**config.mk**
```make
export PLATFORM = sky130hd
export DESIGN_NAME = decode_stage
export DESIGN_NICKNAME = d
export VERILOG_FILES = /design/src/rtl/decode_stage.sv
export SDC_FILE = /design/constraint.sdc
export NUM_CORES = 1
export LEC_CHECK = 0
export CELL_PAD_IN_SITES_DETAIL_PLACEMENT = 1
export CELL_PAD_IN_SITES_GLOBAL_PLACEMENT = 1
export CORE_ASPECT_RATIO = 0.8
export CORE_UTILIZATION = 39
export CTS_BUF_LIST = sky130_fd_sc_hd__clkbuf_8
export DETAILED_ROUTE_END_ITERATION = 8
export PLACE_DENSITY_LB_ADDON = 0.15
export SLEW_MARGIN = 20
export SYNTH_ARGS = -nofsm -noshare
export SYNTH_HDL_FRONTEND = slang
export SYNTH_SLANG_ARGS = --single-unit
export TNS_END_PERCENT = 5
```
**constraint.sdc**
```tcl
create_clock -name clk -period 9.6 [get_ports clk]
set_input_delay 1.44 -clock clk [delete_from_list [all_inputs] [get_ports clk]]
set_output_delay 1.44 -clock clk [all_outputs]
set_load 0.05 [all_outputs]
```
**src/rtl/decode_stage.sv**
```systemverilog
// rtl/decode_stage.sv - RV32I decode: IF/ID register, operand forwarding, branch/jump resolution,
// hazard stall and the ID/EX register.
module decode_stage #(
    parameter int XLEN           = 32,
    parameter int REG_ADDR_WIDTH = 5,
    parameter int PC_SEL_WIDTH   = 2
) (
    input  logic                      clk,
    input  logic                      rst_n,
    input  logic [XLEN-1:0]           pc_decode,
    input  logic [XLEN-1:0]           instr_decode,
    output logic [REG_ADDR_WIDTH-1:0] rs1_addr,
    output logic [REG_ADDR_WIDTH-1:0] rs2_addr,
    input  logic [XLEN-1:0]           rs1_rdata,
    input  logic [XLEN-1:0]           rs2_rdata,
    input  logic [REG_ADDR_WIDTH-1:0] mem_rd,
    input  logic                      mem_reg_write,
    input  logic [XLEN-1:0]           mem_fwd_data,
    output logic [XLEN-1:0]           br_decode,
    output logic [XLEN-1:0]           jal_decode,
    output logic [XLEN-1:0]           jalr_decode,
    output logic [PC_SEL_WIDTH-1:0]   pc_sel,
    output logic                      stall_if,
    output logic                      flush_if,
    output logic [XLEN-1:0]           pc_ex,
    output logic [XLEN-1:0]           rs1_ex,
    output logic [XLEN-1:0]           rs2_ex,
    output logic [XLEN-1:0]           imm_ex,
    output logic [REG_ADDR_WIDTH-1:0] rd_ex,
    output logic [7:0]                ctrl_ex
);
    localparam logic [6:0] OP_LUI    = 7'b0110111;
    localparam logic [6:0] OP_AUIPC  = 7'b0010111;
    localparam logic [6:0] OP_JAL    = 7'b1101111;
    localparam logic [6:0] OP_JALR   = 7'b1100111;
    localparam logic [6:0] OP_BRANCH = 7'b1100011;
    localparam logic [6:0] OP_LOAD   = 7'b0000011;
    localparam logic [6:0] OP_STORE  = 7'b0100011;
    localparam logic [6:0] OP_IMM    = 7'b0010011;
    localparam logic [6:0] OP_REG    = 7'b0110011;

    localparam logic [PC_SEL_WIDTH-1:0] SEL_PC4  = PC_SEL_WIDTH'(0);
    localparam logic [PC_SEL_WIDTH-1:0] SEL_BR   = PC_SEL_WIDTH'(1);
    localparam logic [PC_SEL_WIDTH-1:0] SEL_JAL  = PC_SEL_WIDTH'(2);
    localparam logic [PC_SEL_WIDTH-1:0] SEL_JALR = PC_SEL_WIDTH'(3);

    logic [XLEN-1:0]           r_pc, r_instr;
    logic [XLEN-1:0]           r_pc_ex, r_rs1_ex, r_rs2_ex, r_imm_ex;
    logic [REG_ADDR_WIDTH-1:0] r_rd_ex;
    logic [7:0]                r_ctrl_ex;

    logic [6:0]                w_opcode;
    logic [2:0]                w_funct3;
    logic [REG_ADDR_WIDTH-1:0] w_rs1_idx, w_rs2_idx, w_rd_idx;
    logic [XLEN-1:0]           w_imm_i, w_imm_s, w_imm_b, w_imm_u, w_imm_j, w_imm;
    logic [XLEN-1:0]           w_rs1v, w_rs2v;
    logic                      w_known, w_valid, w_use_rs1, w_use_rs2, w_reg_write;
    logic                      w_mem_read, w_mem_write, w_is_branch, w_is_jal, w_is_jalr;
    logic                      w_taken, w_src_hit, w_stall;
    logic [3:0]                w_alu_op;

    assign w_opcode  = r_instr[6:0];
    assign w_funct3  = r_instr[14:12];
    assign w_rd_idx  = r_instr[7 +: REG_ADDR_WIDTH];
    assign w_rs1_idx = r_instr[15 +: REG_ADDR_WIDTH];
    assign w_rs2_idx = r_instr[20 +: REG_ADDR_WIDTH];
    assign rs1_addr  = w_rs1_idx;
    assign rs2_addr  = w_rs2_idx;

    assign w_imm_i = {{(XLEN-12){r_instr[31]}}, r_instr[31:20]};
    assign w_imm_s = {{(XLEN-12){r_instr[31]}}, r_instr[31:25], r_instr[11:7]};
    assign w_imm_b = {{(XLEN-12){r_instr[31]}}, r_instr[7], r_instr[30:25], r_instr[11:8], 1'b0};
    assign w_imm_u = {r_instr[XLEN-1:12], 12'b0};
    assign w_imm_j = {{(XLEN-20){r_instr[31]}}, r_instr[19:12], r_instr[20], r_instr[30:21], 1'b0};

    // The MEM result is newer than the regfile copy; x0 is hardwired regardless of forwarding.
    assign w_rs1v = (w_rs1_idx == '0) ? '0 :
                    (mem_reg_write && mem_rd == w_rs1_idx) ? mem_fwd_data : rs1_rdata;
    assign w_rs2v = (w_rs2_idx == '0) ? '0 :
                    (mem_reg_write && mem_rd == w_rs2_idx) ? mem_fwd_data : rs2_rdata;

    always_comb begin
        w_known     = 1'b1;
        w_use_rs1   = 1'b0;
        w_use_rs2   = 1'b0;
        w_reg_write = 1'b0;
        w_mem_read  = 1'b0;
        w_mem_write = 1'b0;
        w_is_branch = 1'b0;
        w_is_jal    = 1'b0;
        w_is_jalr   = 1'b0;
        w_alu_op    = 4'h0;
        w_imm       = w_imm_i;
        case (w_opcode)
            OP_LUI:    begin w_reg_write = 1'b1; w_imm = w_imm_u; w_alu_op = 4'hF; end
            OP_AUIPC:  begin w_reg_write = 1'b1; w_imm = w_imm_u; end
            OP_JAL:    begin w_reg_write = 1'b1; w_is_jal = 1'b1; end
            OP_JALR:   begin w_reg_write = 1'b1; w_is_jalr = 1'b1; w_use_rs1 = 1'b1; end
            OP_BRANCH: begin w_is_branch = 1'b1; w_use_rs1 = 1'b1; w_use_rs2 = 1'b1; w_imm = w_imm_b; end
            OP_LOAD:   begin w_reg_write = 1'b1; w_mem_read = 1'b1; w_use_rs1 = 1'b1; end
            OP_STORE:  begin
                w_mem_write = 1'b1; w_use_rs1 = 1'b1; w_use_rs2 = 1'b1; w_imm = w_imm_s;
            end
            OP_IMM:    begin
                w_reg_write = 1'b1; w_use_rs1 = 1'b1;
                w_alu_op    = {(w_funct3 == 3'b101) & r_instr[30], w_funct3};
            end
            OP_REG:    begin
                w_reg_write = 1'b1; w_use_rs1 = 1'b1; w_use_rs2 = 1'b1;
                w_alu_op    = {r_instr[30], w_funct3};
            end
            default:   w_known = 1'b0;
        endcase
    end

    always_comb begin
        w_taken = 1'b0;
        case (w_funct3)
            3'b000:  w_taken = (w_rs1v == w_rs2v);
            3'b001:  w_taken = (w_rs1v != w_rs2v);
            3'b100:  w_taken = ($signed(w_rs1v) <  $signed(w_rs2v));
            3'b101:  w_taken = ($signed(w_rs1v) >= $signed(w_rs2v));
            3'b110:  w_taken = (w_rs1v <  w_rs2v);
            3'b111:  w_taken = (w_rs1v >= w_rs2v);
            default: w_taken = 1'b0;
        endcase
    end

    assign br_decode   = r_pc + w_imm_b;
    assign jal_decode  = r_pc + w_imm_j;
    assign jalr_decode = (w_rs1v + w_imm_i) & ~XLEN'(1);

    // Loads stall any consumer; ALU results only stall decode-time consumers (branch, JALR).
    assign w_valid   = (r_instr != '0) && w_known;
    assign w_src_hit = (r_rd_ex != '0) &&
                       ((w_use_rs1 && r_rd_ex == w_rs1_idx) || (w_use_rs2 && r_rd_ex == w_rs2_idx));
    assign w_stall   = w_valid && r_ctrl_ex[7] && w_src_hit &&
                       (r_ctrl_ex[5] || ((w_is_branch || w_is_jalr) && r_ctrl_ex[6]));
    assign stall_if  = w_stall;

    always_comb begin
        pc_sel   = SEL_PC4;
        flush_if = 1'b0;
        if (w_valid && !w_stall) begin
            if (w_is_jal)                      pc_sel = SEL_JAL;
            else if (w_is_jalr)                pc_sel = SEL_JALR;
            else if (w_is_branch && w_taken)   pc_sel = SEL_BR;
            flush_if = (pc_sel != SEL_PC4);
        end
    end

    always_ff @(posedge clk or negedge rst_n) begin
        if (!rst_n) begin
            r_pc    <= '0;
            r_instr <= '0;
        end else if (!w_stall) begin
            r_pc    <= pc_decode;
            r_instr <= flush_if ? '0 : instr_decode;
        end
    end

    always_ff @(posedge clk or negedge rst_n) begin
        if (!rst_n) begin
            r_pc_ex <= '0; r_rs1_ex <= '0; r_rs2_ex <= '0; r_imm_ex <= '0; r_rd_ex <= '0; r_ctrl_ex <= '0;
        end else if (w_stall || !w_valid) begin
            r_pc_ex <= '0; r_rs1_ex <= '0; r_rs2_ex <= '0; r_imm_ex <= '0; r_rd_ex <= '0; r_ctrl_ex <= '0;
        end else begin
            r_pc_ex   <= r_pc;
            r_rs1_ex  <= w_rs1v;
            r_rs2_ex  <= w_rs2v;
            r_imm_ex  <= (w_is_jal || w_is_jalr) ? XLEN'(4) : w_imm;
            r_rd_ex   <= w_reg_write ? w_rd_idx : '0;
            r_ctrl_ex <= {1'b1, w_reg_write, w_mem_read, w_mem_write, w_alu_op};
        end
    end

    assign pc_ex   = r_pc_ex;
    assign rs1_ex  = r_rs1_ex;
    assign rs2_ex  = r_rs2_ex;
    assign imm_ex  = r_imm_ex;
    assign rd_ex   = r_rd_ex;
    assign ctrl_ex = r_ctrl_ex;
endmodule

```
==> results of run 1 <==
through the flow:
| step | instances | setup WS, ns | power, uW |
|---|---|---|---|
| after floorplan | 1539 | 1.65 | 1710 |
| after global placement | 2345 | 0.957 | 2140 |
| after detailed placement | 2345 | 0.847 | 2160 |
| after CTS | 2408 | 0.798 | 3010 |
| after global routing | 2410 | 0.251 | 3120 |
| final | 2410 | 0.692 | 2980 |
tightest hold or removal path: stages (launching register included):
cell and delay (ns):
dfrtp_1 0.36, nand2_1 0.06, nand2_1 0.06
power breakdown:
group	total (uW)	switching, uW	internal (uW)
Combinational	1220	782	439
Sequential	928	36.7	891
Clock	834	392	442
Total	2980	1210	1770
synth_stat cells (all sizes together) (21+ instances only):
library cell / n
a21o: 60
a21oi: 105
a22o: 29
and2: 43
and3: 51
buf: 24
clkbuf: 74
dfrtp: 205
ha: 103
inv: 34
mux2: 31
mux2i: 38
nand2: 181
nand3: 25
nand4: 21
nor2: 132
nor3: 54
o21ai: 77
xnor2: 60
xor2: 42
cell usage in the layout, fill, tap and decap left out, drive strengths merged, types with 16 or more instances in the layout:
cell           instances
a21o                  60
a21oi                105
a22o                  29
and2                  43
and3                  51
buf                   16
clkbuf                44
clkdlybuf4s50        416
dfrtp                205
ha                   103
inv                   45
mux2                  31
mux2i                 38
nand2                181
nand3                 25
nand4                 21
nor2                 132
nor3                  54
o21ai                 77
xnor2                 60
xor2                  42
per-layer routing:
metal  share of wire  vias up  wire length [um]
met5               0        -                 0
li1                -     6189                 -
met1            0.45     6672             24300
met4           0.032        0              1730
met2            0.46      436             24900
met3           0.063       87              3440
worst max-delay path by stage:
stage / start / to / slack (ns)
global route: mem_rd[1] / jalr_decode[28] / 0.25
CTS: mem_rd[2] / jalr_decode[28] / 0.80
global placement: mem_rd[2] / jalr_decode[28] / 0.96
detailed placement: mem_rd[2] / jalr_decode[28] / 0.85
finish: mem_rd[2] / jalr_decode[28] / 0.69
floorplan: mem_rd[1] / jalr_decode[30] / 1.65
layout make-up:
| type | count | share of cell area |
|---|---|---|
| multi-input combinational | 1202 | 0.427 |
| sequential | 205 | 0.271 |
| clock inverter | 19 | 0.00574 |
| timing repair buffer | 432 | 0.226 |
| tap | 472 | 0.0312 |
| clock buffer | 44 | 0.0319 |
| antenna | 2 | 0.000264 |
| inverter | 34 | 0.00673 |
logic make-up after synthesis:
group | after synthesis | share of synthesized area
flip-flops | 205 | 0.373
multiplexers | 69 | 0.0531
adder cells (fa/ha/maj) | 107 | 0.0988
AND/OR/NAND/NOR | 563 | 0.195
AO/OA/AOI/OAI | 360 | 0.173
XOR/XNOR | 102 | 0.0650
buffers and inverters | 132 | 0.0411
other | 1 | 0.000273
flip-flops by register name (all words and copies together), names as in the netlist:
register	cells
rs2_ex	32
ctrl_ex	8
r_instr	32
imm_ex	32
rs1_ex	32
pc_ex	32
r_pc	32
rd_ex	5
==> qor.json, run 1 <==
{
  "drive_gt1_frac": 0.0682,
  "floorplan.die_area_mm2": 0.0360,
  "grtUsageTotal": 0.300,
  "wl_final_um": 54300,
  "outcome": "complete, no violations",
  "dpl-instance-area_mm2": 0.0182,
  "worst_ep_arrival_time_ns": 7.47,
  "avgRoutedWirePerCell_um": 22.5,
  "powerDensity_mw_per_mm2": 157,
  "grt_antenna_before_repair": 3,
  "cp_top_family": "compound AO/OA/AOI/OAI gates",
  "synth.ff_latch_count": 205,
  "floorplan.die.width_um": 212,
  "clkTransAtPathRegs_ns": 0.05,
  "worstSetupPathType": "input pin to output port",
  "cp_data_required_time_ns": 8.16,
  "fin_nets": 2187,
  "place_congestion": 0.914,
  "worst_path_max_delay_cell": "clkdlybuf4s50_1",
  "grt_use_met3": 0.0629,
  "finalSetupTns_ns": 0,
  "worstPathMaxFanout": 19,
  "clkLatencyLatePin_ns": 0.56,
  "share_of_yosys_cell_area_claimed_by_the_top_area_cell_type": 0.373,
  "die_height_um": 170,
  "ys_top_cells_by_area": "dfrtp_1, ha_1, nand2_1, xnor2_1, a21oi_1",
  "gr-usage-met1": 0.403,
  "antenna_viol_nets_final": 0,
  "setup_viol": 0,
  "dp_hpwl_um": 41600,
  "synth_nets": 1813,
  "worst_slew_pin_slew_ns": 0.947,
  "synth-main-ff-cell": "dfrtp_1",
  "finalCritPeriodShare": 0.928,
  "worstPathCellList": "clkdlybuf4s50_1 > xor2_1 > nor4_2 > and3_2 > buf_4 > mux2i_1 > nor2_1 > fa_1 > nand2_1 > nand2_1 > o211ai_1 > a21oi_1 > o21ai_1 > a311oi_1 > a211oi_1 > o41ai_1 > a21oi_1 > xnor2_1 > clkdlybuf4s50_1",
  "num_io_pins": 419,
  "synth_sequential_area_ratio": 0.373,
  "cts_tree": "done",
  "total_of_buffers_placed_on_input_and_output_ports": 417,
  "post_cts_buffers": 0,
  "grt_pass1_vias": 13996,
  "synthArstFlopShare": 1.00,
  "crit_buf_inv": 3,
  "synth.distinct_cells": 75,
  "number_of_clock_sinks": 205,
  "rr_endpoint": "r_instr[3]$_DFFE_PN0N_",
  "hold_path_end": "r_pc[29]$_DFFE_PN0N_",
  "initial_utilization": 0.396,
  "vdd.ir_drop.worst_mv": 0.0887,
  "grt.met2_usage": 0.478,
  "syn_area_mm2": 0.0137,
  "postLayoutCoreUtil": 0.546,
  "seqCellArea_mm2": 0.00513,
  "final_cell_area_mm2": 0.0190,
  "period_needed_ns": 8.91,
  "rows": 61,
  "timing.fmax_mhz": 112,
  "cp-start-kind": "input pin",
  "maxSlewHeadroom": 0.364,
  "rsz0062_at_grt": "no",
  "grt_max_degree": 82,
  "num-fill-cells": 4021,
  "clock_path_buffers": 3,
  "clock_buffer_count_from_cts": 38,
  "final_hold_viol_count": 0,
  "reg2reg_from": "r_instr[19]$_DFFE_PN0N_",
  "grt_overflow": 0,
  "timing_max_transition_violations_final": 0,
  "holdBufCountCts": 0,
  "static-leakage-power_uw": 0.00866,
  "grt-busiest-layer": "met2",
  "synth-edff-count": 0,
  "cell_taking_the_most_area_after_synthesis": "dfrtp_1",
  "critPathCaptureType": "output port",
  "hold_slack_ns": 0.500,
  "drt_iter0_markers": 683,
  "reg2reg_depth": 16,
  "vias_per_cell": 5.55,
  "routed-via-count": 13384,
  "synthCells": 1539,
  "timing.critical_path.slowest_cell_delay_ns": 0.85,
  "r2r_setup_slack_ns": 4.23,
  "yosys_warnings": 0,
  "root_buffer": "clkbuf_8",
  "multi_input_gate_area_mm2": 0.00810,
  "max-cap-violations": 0,
  "hold_path.class": "flop to flop",
  "grt_pass1_wl_um": 82900,
  "coreArea_mm2": 0.0347,
  "hold_depth": 2,
  "detail_route.drc_violations": 0,
  "htree_levels": 2,
  "cts_resized": 0,
  "synth_area_per_cell_um2": 8.93,
  "worstHoldStart": "r_pc[29]$_DFFE_PN0N_",
  "path_depth": 19,
  "detail_route.first_pass.iterations": 5,
  "layout-area-overhead-vs-synth_pct": 37.9,
  "fin_skew_ns": 0.0221
}
Note: power is estimated with default switching activity, not from simulation.
==> inputs of run 2 (changes only) <==
- CTS_CLUSTER_DIAMETER: not set -> 40
- PLACE_DENSITY_LB_ADDON: 0.15 -> 0.25
==> qor.json, run 2 (same netlist as run 1, synthesis figures left out) <==
{
  "grt_pass1_wl": {"value": 83800, "unit": "um", "change": "+1.0%"},
  "detail_route.first_pass.iterations": {"value": 5, "change": "unchanged"},
  "maxSlewHeadroom": {"value": 0.251, "change": "-0.113"},
  "cp_data_required_time": {"value": 8.16, "unit": "ns", "change": "about the same"},
  "grt_overflow": {"value": 0, "change": "unchanged"},
  "grt_pass1_vias": {"value": 13996, "change": "unchanged"},
  "clkLatencyLatePin": {"value": 0.58, "unit": "ns", "change": "+0.02 ns"},
  "timing.critical_path.slowest_cell_delay": {"value": 0.87, "unit": "ns", "change": "+0.02 ns"},
  "post_cts_buffers": {"value": 0, "change": "unchanged"},
  "grtUsageTotal": {"value": 0.304, "change": "+0.00358"},
  "setup_viol": {"value": 0, "change": "unchanged"},
  "antenna_viol_nets_final": {"value": 0, "change": "unchanged"},
  "coreArea": {"value": 0.0347, "unit": "mm2", "change": "unchanged"},
  "layout-area-overhead-vs-synth_pct": 39.2,
  "initial_utilization": {"value": 0.396, "change": "unchanged"},
  "layout_common_cells": "clkdlybuf4s50_1, dfrtp_1, nand2_1",
  "hold_depth": {"value": 2, "change": "unchanged"},
  "root_buffer": "clkbuf_8",
  "fin_skew": {"value": 0.0331, "unit": "ns", "change": "+0.0111 ns"},
  "avgRoutedWirePerCell": {"value": 23.0, "unit": "um", "change": "+2.1%"},
  "timing.fmax": {"value": 113, "unit": "MHz", "change": "+0.55%"},
  "rsz0062_at_grt": "no",
  "total_of_buffers_placed_on_input_and_output_ports": {"value": 417, "change": "unchanged"},
  "cp-start-kind": "input pin",
  "drive_gt1_frac": {"value": 0.0736, "change": "+0.00538"},
  "outcome": "complete, no violations",
  "clock_buffer_count_from_cts": {"value": 40, "change": "+5.3%"},
  "worst_slew_pin_slew": {"value": 1.11, "unit": "ns", "change": "+0.168 ns"},
  "max-cap-violations": {"value": 0, "change": "unchanged"},
  "detail_route.drc_violations": {"value": 0, "change": "unchanged"},
  "number_of_clock_sinks": {"value": 205, "change": "unchanged"},
  "period_needed": {"value": 8.86, "unit": "ns", "change": "-0.0491 ns"},
  "htree_levels": {"value": 2, "change": "unchanged"},
  "worstSetupPathType": "input pin to output port",
  "floorplan.die_area": {"value": 0.0360, "unit": "mm2", "change": "unchanged"},
  "critPathCaptureType": "output port",
  "dp_hpwl": {"value": 42300, "unit": "um", "change": "+1.7%"},
  "finalCritPeriodShare": {"value": 0.923, "change": "-0.00512"},
  "worst_ep_arrival_time": {"value": 7.42, "unit": "ns", "change": "-0.05 ns"},
  "grt_antenna_before_repair": {"value": 1, "change": "-2"},
  "wl_final": {"value": 55600, "unit": "um", "change": "+2.4%"},
  "hold_path.class": "flop to flop",
  "floorplan.die.width": {"value": 212, "unit": "um", "change": "unchanged"},
  "finalSetupTns": {"value": 0, "unit": "ns", "change": "unchanged"},
  "worst_path_max_delay_cell": "clkdlybuf4s50_1",
  "worstPathCellList": "clkdlybuf4s50_1 > xor2_1 > nor4_2 > and3_2 > buf_4 > mux2i_1 > nor2_1 > fa_1 > nand2_1 > nand2_1 > o211ai_1 > a21oi_1 > o21ai_1 > a311oi_1 > buf_4 > a21o_1 > a41oi_2 > nor2_1 > a211oi_1 > clkdlybuf4s50_1",
  "die_height": {"value": 170, "unit": "um", "change": "unchanged"},
  "place_congestion": {"value": 0.928, "change": "+1.5%"},
  "clock_path_buffers": {"value": 3, "change": "unchanged"},
  "timing_max_transition_violations_final": {"value": 0, "change": "unchanged"},
  "pre_cts_ws": {"value": 0.793, "unit": "ns", "change": "-0.0535 ns"},
  "num_io_pins": {"value": 419, "change": "unchanged"},
  "vias_per_cell": {"value": 5.60, "change": "+0.87%"},
  "final_hold_viol_count": {"value": 0, "change": "unchanged"},
  "final_common_cell": "clkdlybuf4s50_1",
  "powerDensity": {"value": 163, "unit": "mW/mm2", "change": "+3.7%"},
  "cts_resized": {"value": 0, "change": "unchanged"},
  "static-leakage-power": {"value": 0.00873, "unit": "uW", "change": "+0.80%"},
  "cts_tree": "done",
  "grt_max_degree": {"value": 93, "change": "+13%"},
  "drt_iter0_markers": {"value": 751, "change": "+10%"},
  "clkTransAtPathRegs": {"value": 0.06, "unit": "ns", "change": "about the same"},
  "reg2reg_depth": {"value": 16, "change": "unchanged"},
  "rows": {"value": 61, "change": "unchanged"},
  "vdd.ir_drop.worst": {"value": 0.112, "unit": "mV", "change": "+26%"},
  "fin_nets": {"value": 2192, "change": "+0.23%"},
  "final_critical_path_setup_slack": {"value": 0.741, "unit": "ns", "change": "+0.0491 ns"},
  "worstPathMaxFanout": {"value": 16, "change": "-3"},
  "routed-via-count": {"value": 13540, "change": "+1.2%"},
  "holdBufCountCts": {"value": 0, "change": "unchanged"}
}
==> run 2: area by class of cell <==
| type | instances | area [um2] |
|---|---|---|
| inverters | 34 | 128 |
| diodes | 1 | 2.50 |
| clock inverters | 18 | 166 |
| flip-flops and latches | 205 | 5130 |
| clock buffers | 50 | 688 |
| fillers | 3939 | 15600 |
| well taps | 472 | 591 |
| repair buffers | 435 | 4330 |
| multi-input cells | 1202 | 8100 |
==> run 2: routing by layer <==
metal  global-route usage  vias to the layer above  share of wire
li1                     -                     6210              -
met1                0.409                     6778           0.45
met2                0.484                      438           0.45
met3               0.0509                      114          0.054
met4                0.124                        0          0.042
met5                    0                        -              0
==> run 2: power breakdown <==
part	total, uW	switching (uW)	internal [uW]
clock	962	413	548
sequential	928	36.8	892
combinational	1230	792	441
==> run 2: final timing paths <==
| path | startpoint | to | slack [ns] |
|---|---|---|---|
| worst max register to register | r_instr[16]$_DFFE_PN0N_ | r_instr[1]$_DFFE_PN0N_ | 4.02 |
| worst max-delay path | mem_rd[1] | jalr_decode[24] | 0.74 |
| worst min register to register | r_pc[7]$_DFFE_PN0N_ | r_pc[7]$_DFFE_PN0N_ | 0.51 |
| worst min-delay path | r_pc[7]$_DFFE_PN0N_ | r_pc[7]$_DFFE_PN0N_ | 0.51 |
| max in group asynchronous | rst_n | r_instr[22]$_DFFE_PN0N_ | 6.62 |
| min in group asynchronous | rst_n | rs1_ex[10]$_DFF_PN0_ | 0.83 |
==> run 2: critical path: cells and delay by family <==
family / cells / cell delay [ns]
compound gates: 7 / 1.57
xor+xnor: 1 / 0.17
fa+ha+maj: 1 / 0.49
buf+inv: 4 / 1.82
mux: 1 / 0.27
simple gates: 6 / 1.65
==> run 2: metrics by stage <==
step	util	std cells	cell area [um2]	total power [uW]	hold WS, ns
after detailed placement	0.526	2347	18300	2170	0.495
after CTS	0.550	2415	19100	3150	0.515
after global placement	0.526	2347	18300	2150	0.488
after global routing	0.551	2417	19100	3250	0.544
final	0.551	2417	19100	3120	0.514
after floorplan	-	1539	13700	1710	0.466
==> inputs of run 3 (changes only) <==
- HOLD_SLACK_MARGIN: not set -> 0.1
- clock period: 9.6 -> 10.7 ns (I/O delays scaled with it)
==> qor.json, run 3 (same netlist as run 1, synthesis figures left out) <==
{
  "p_comb_frac": {"value": 0.401, "change": "+0.006"},
  "multi_input_gate_area": {"value": 0.00810, "unit": "mm2", "change": "unchanged"},
  "dp_hpwl": {"value": 42500, "unit": "um", "change": "+0.55%"},
  "detail_route.drc_violations": {"value": 0, "change": "unchanged"},
  "clkTransAtPathRegs": {"value": 0.06, "unit": "ns", "change": "about the same"},
  "setup_viol": {"value": 0, "change": "unchanged"},
  "fin_skew": {"value": 0.0256, "unit": "ns", "change": "-0.00757 ns"},
  "fraction_of_power_spent_switching_nets": {"value": 0.402, "change": "+0.00417"},
  "worstPathMaxFanout": {"value": 34, "change": "+18"},
  "cp-start-kind": "input pin",
  "cts_resized": {"value": 0, "change": "unchanged"},
  "worst_slew_pin_slew": {"value": 1.04, "unit": "ns", "change": "-0.0747 ns"},
  "internal-power": {"value": 1650, "unit": "uW", "change": "-12%"},
  "cp_data_required_time": {"value": 9.10, "unit": "ns", "change": "+0.94 ns"},
  "finalCritPeriodShare": 0.857,
  "floorplan.die.width": {"value": 212, "unit": "um", "change": "unchanged"},
  "vdd.ir_drop.worst": {"value": 0.108, "unit": "mV", "change": "-3.0%"},
  "fin_nets": {"value": 2188, "change": "-0.18%"},
  "floorplan.die_area": {"value": 0.0360, "unit": "mm2", "change": "unchanged"},
  "timing_max_transition_violations_final": {"value": 0, "change": "unchanged"},
  "clock_path_buffers": {"value": 3, "change": "unchanged"},
  "wl_final": {"value": 55400, "unit": "um", "change": "-0.45%"},
  "critPathCaptureType": "output port",
  "r2r_setup_slack": {"value": 5.15, "unit": "ns", "change": "+1.13 ns"},
  "final_common_cell": "clkdlybuf4s50_1",
  "switchingPower": {"value": 1110, "unit": "uW", "change": "-11%"},
  "grt_antenna_before_repair": {"value": 2, "change": "+1"},
  "grt_max_degree": {"value": 94, "change": "+1.1%"},
  "clock_buffer_count_from_cts": {"value": 38, "change": "-5.0%"},
  "layout_common_cells": "clkdlybuf4s50_1, dfrtp_1, nand2_1",
  "antenna_viol_nets_final": {"value": 0, "change": "unchanged"},
  "sequentialPowerShare": {"value": 0.302, "change": "+0.005"},
  "reg2reg_from": "r_instr[19]$_DFFE_PN0N_",
  "static-leakage-power": {"value": 0.00871, "unit": "uW", "change": "-0.23%"},
  "root_buffer": "clkbuf_8",
  "seqCellArea": {"value": 0.00513, "unit": "mm2", "change": "unchanged"},
  "report.power.total": {"value": 2750, "unit": "uW", "change": "-12%"},
  "grt_pass1_wl": {"value": 83100, "unit": "um", "change": "-0.85%"},
  "worst_ep_arrival_time": {"value": 7.56, "unit": "ns", "change": "+0.14 ns"},
  "initial_utilization": {"value": 0.396, "change": "unchanged"},
  "powerDensity": {"value": 145, "unit": "mW/mm2", "change": "-11%"},
  "coreArea": {"value": 0.0347, "unit": "mm2", "change": "unchanged"},
  "post_cts_buffers": {"value": 0, "change": "unchanged"},
  "place_congestion": {"value": 0.935, "change": "+0.81%"},
  "worstSetupPathType": "input pin to output port",
  "p_clk_frac": {"value": 0.297, "change": "-0.011"},
  "cts_tree": "done",
  "rsz0062_at_grt": "no",
  "num_io_pins": {"value": 419, "change": "unchanged"},
  "vias_per_cell": {"value": 5.57, "change": "-0.62%"},
  "avgRoutedWirePerCell": {"value": 22.9, "unit": "um", "change": "-0.41%"},
  "total_of_buffers_placed_on_input_and_output_ports": {"value": 417, "change": "unchanged"},
  "outcome": "complete, no violations",
  "routed-via-count": {"value": 13450, "change": "-0.66%"},
  "detail_route.first_pass.iterations": {"value": 5, "change": "unchanged"},
  "hold_path.class": "flop to flop",
  "critical_path.startpoint": "mem_rd[2]",
  "drive_gt1_frac": {"value": 0.0710, "change": "-0.00254"},
  "drt_iter0_markers": {"value": 829, "change": "+10%"},
  "max-cap-violations": {"value": 0, "change": "unchanged"},
  "clkLatencyLatePin": {"value": 0.56, "unit": "ns", "change": "-0.02 ns"},
  "htree_levels": {"value": 2, "change": "unchanged"},
  "num-fill-cells": {"value": 3986, "change": "+1.2%"},
  "worstHoldStart": "r_pc[24]$_DFFE_PN0N_",
  "grtUsageTotal": {"value": 0.303, "change": "-0.000569"},
  "grt_pass1_vias": {"value": 13996, "change": "unchanged"},
  "grt_overflow": {"value": 0, "change": "unchanged"},
  "maxSlewHeadroom": {"value": 0.301, "change": "+0.0502"},
  "finalSetupTns": {"value": 0, "unit": "ns", "change": "unchanged"},
  "number_of_clock_sinks": {"value": 205, "change": "unchanged"},
  "final_hold_viol_count": {"value": 0, "change": "unchanged"},
  "rows": {"value": 61, "change": "unchanged"},
  "die_height": {"value": 170, "unit": "um", "change": "unchanged"},
  "holdBufCountCts": {"value": 0, "change": "unchanged"},
  "period_needed_ns": 9.17,
  "timing.fmax_mhz": 109,
  "layout-area-overhead-vs-synth_pct": 38.6
}
run 3: power by group through the flow:
| stage | sequential (uW) | combinational, uW | clock, uW |
|---|---|---|---|
| CTS | 833 | 1100 | 840 |
| detailed placement | 846 | 1100 | 0 |
| floorplan | 872 | 667 | 0 |
| global route | 835 | 1160 | 871 |
| global placement | 846 | 1080 | 0 |
| finish | 833 | 1100 | 818 |
run 3: cell type report:
type | instances | share of cell area
clock inverter | 21 | 0.00762
sequential | 205 | 0.269
tap | 472 | 0.0310
clock buffer | 48 | 0.0347
antenna | 1 | 0.000131
multi-input combinational | 1202 | 0.425
timing repair buffer | 433 | 0.226
inverter | 34 | 0.00670
run 3: path summary, 6_finish.rpt:
check / end / cells after the start
worst min register to register: r_pc[24]$_DFFE_PN0N_ / 2
worst max-delay path: pc_sel[0] / 18
worst max register to register: r_instr[0]$_DFFE_PN0N_ / 16
min in group asynchronous: rs1_ex[10]$_DFF_PN0_ / 1
worst min-delay path: r_pc[24]$_DFFE_PN0N_ / 2
max in group asynchronous: r_instr[22]$_DFFE_PN0N_ / 3
run 3: metal layers:
layer / GRT usage / vias to the layer above / part of all wire / routed length (um)
met4: 0.123 / 2 / 0.040 / 2220
li1: - / 6191 / - / -
met2: 0.490 / 419 / 0.46 / 25400
met1: 0.403 / 6727 / 0.45 / 24800
met5: 0 / - / 0.00023 / 13
met3: 0.0517 / 111 / 0.052 / 2860
run 3: stage by stage:
step	hold slack, ns	instances	area [um2]	setup slack (ns)	utilization
2_1_floorplan	0.466	1539	13700	2.42	-
3_3_place_gp	0.489	2346	18200	1.70	0.525
3_5_place_dp	0.494	2346	18200	1.57	0.525
4_1_cts	0.514	2415	19100	1.50	0.549
5_1_grt	0.544	2416	19100	1.20	0.549
6_report	0.507	2416	19100	1.53	0.549
run 3: worst max-delay path: stages:
cell	delay [ns]
clkdlybuf4s50_1	0.46
xor2_1	0.19
nor4_2	0.46
and3_2	0.81
buf_4	0.40
mux2i_1	0.28
nor2_1	0.12
ha_1	0.36
nand4_1	0.11
nor4_1	0.51
nand4_1	0.18
nor4_2	0.29
xnor2_1	0.16
nor2_1	0.08
o2111ai_4	0.19
buf_4	0.40
o21ai_0	0.17
clkdlybuf4s50_1	0.73
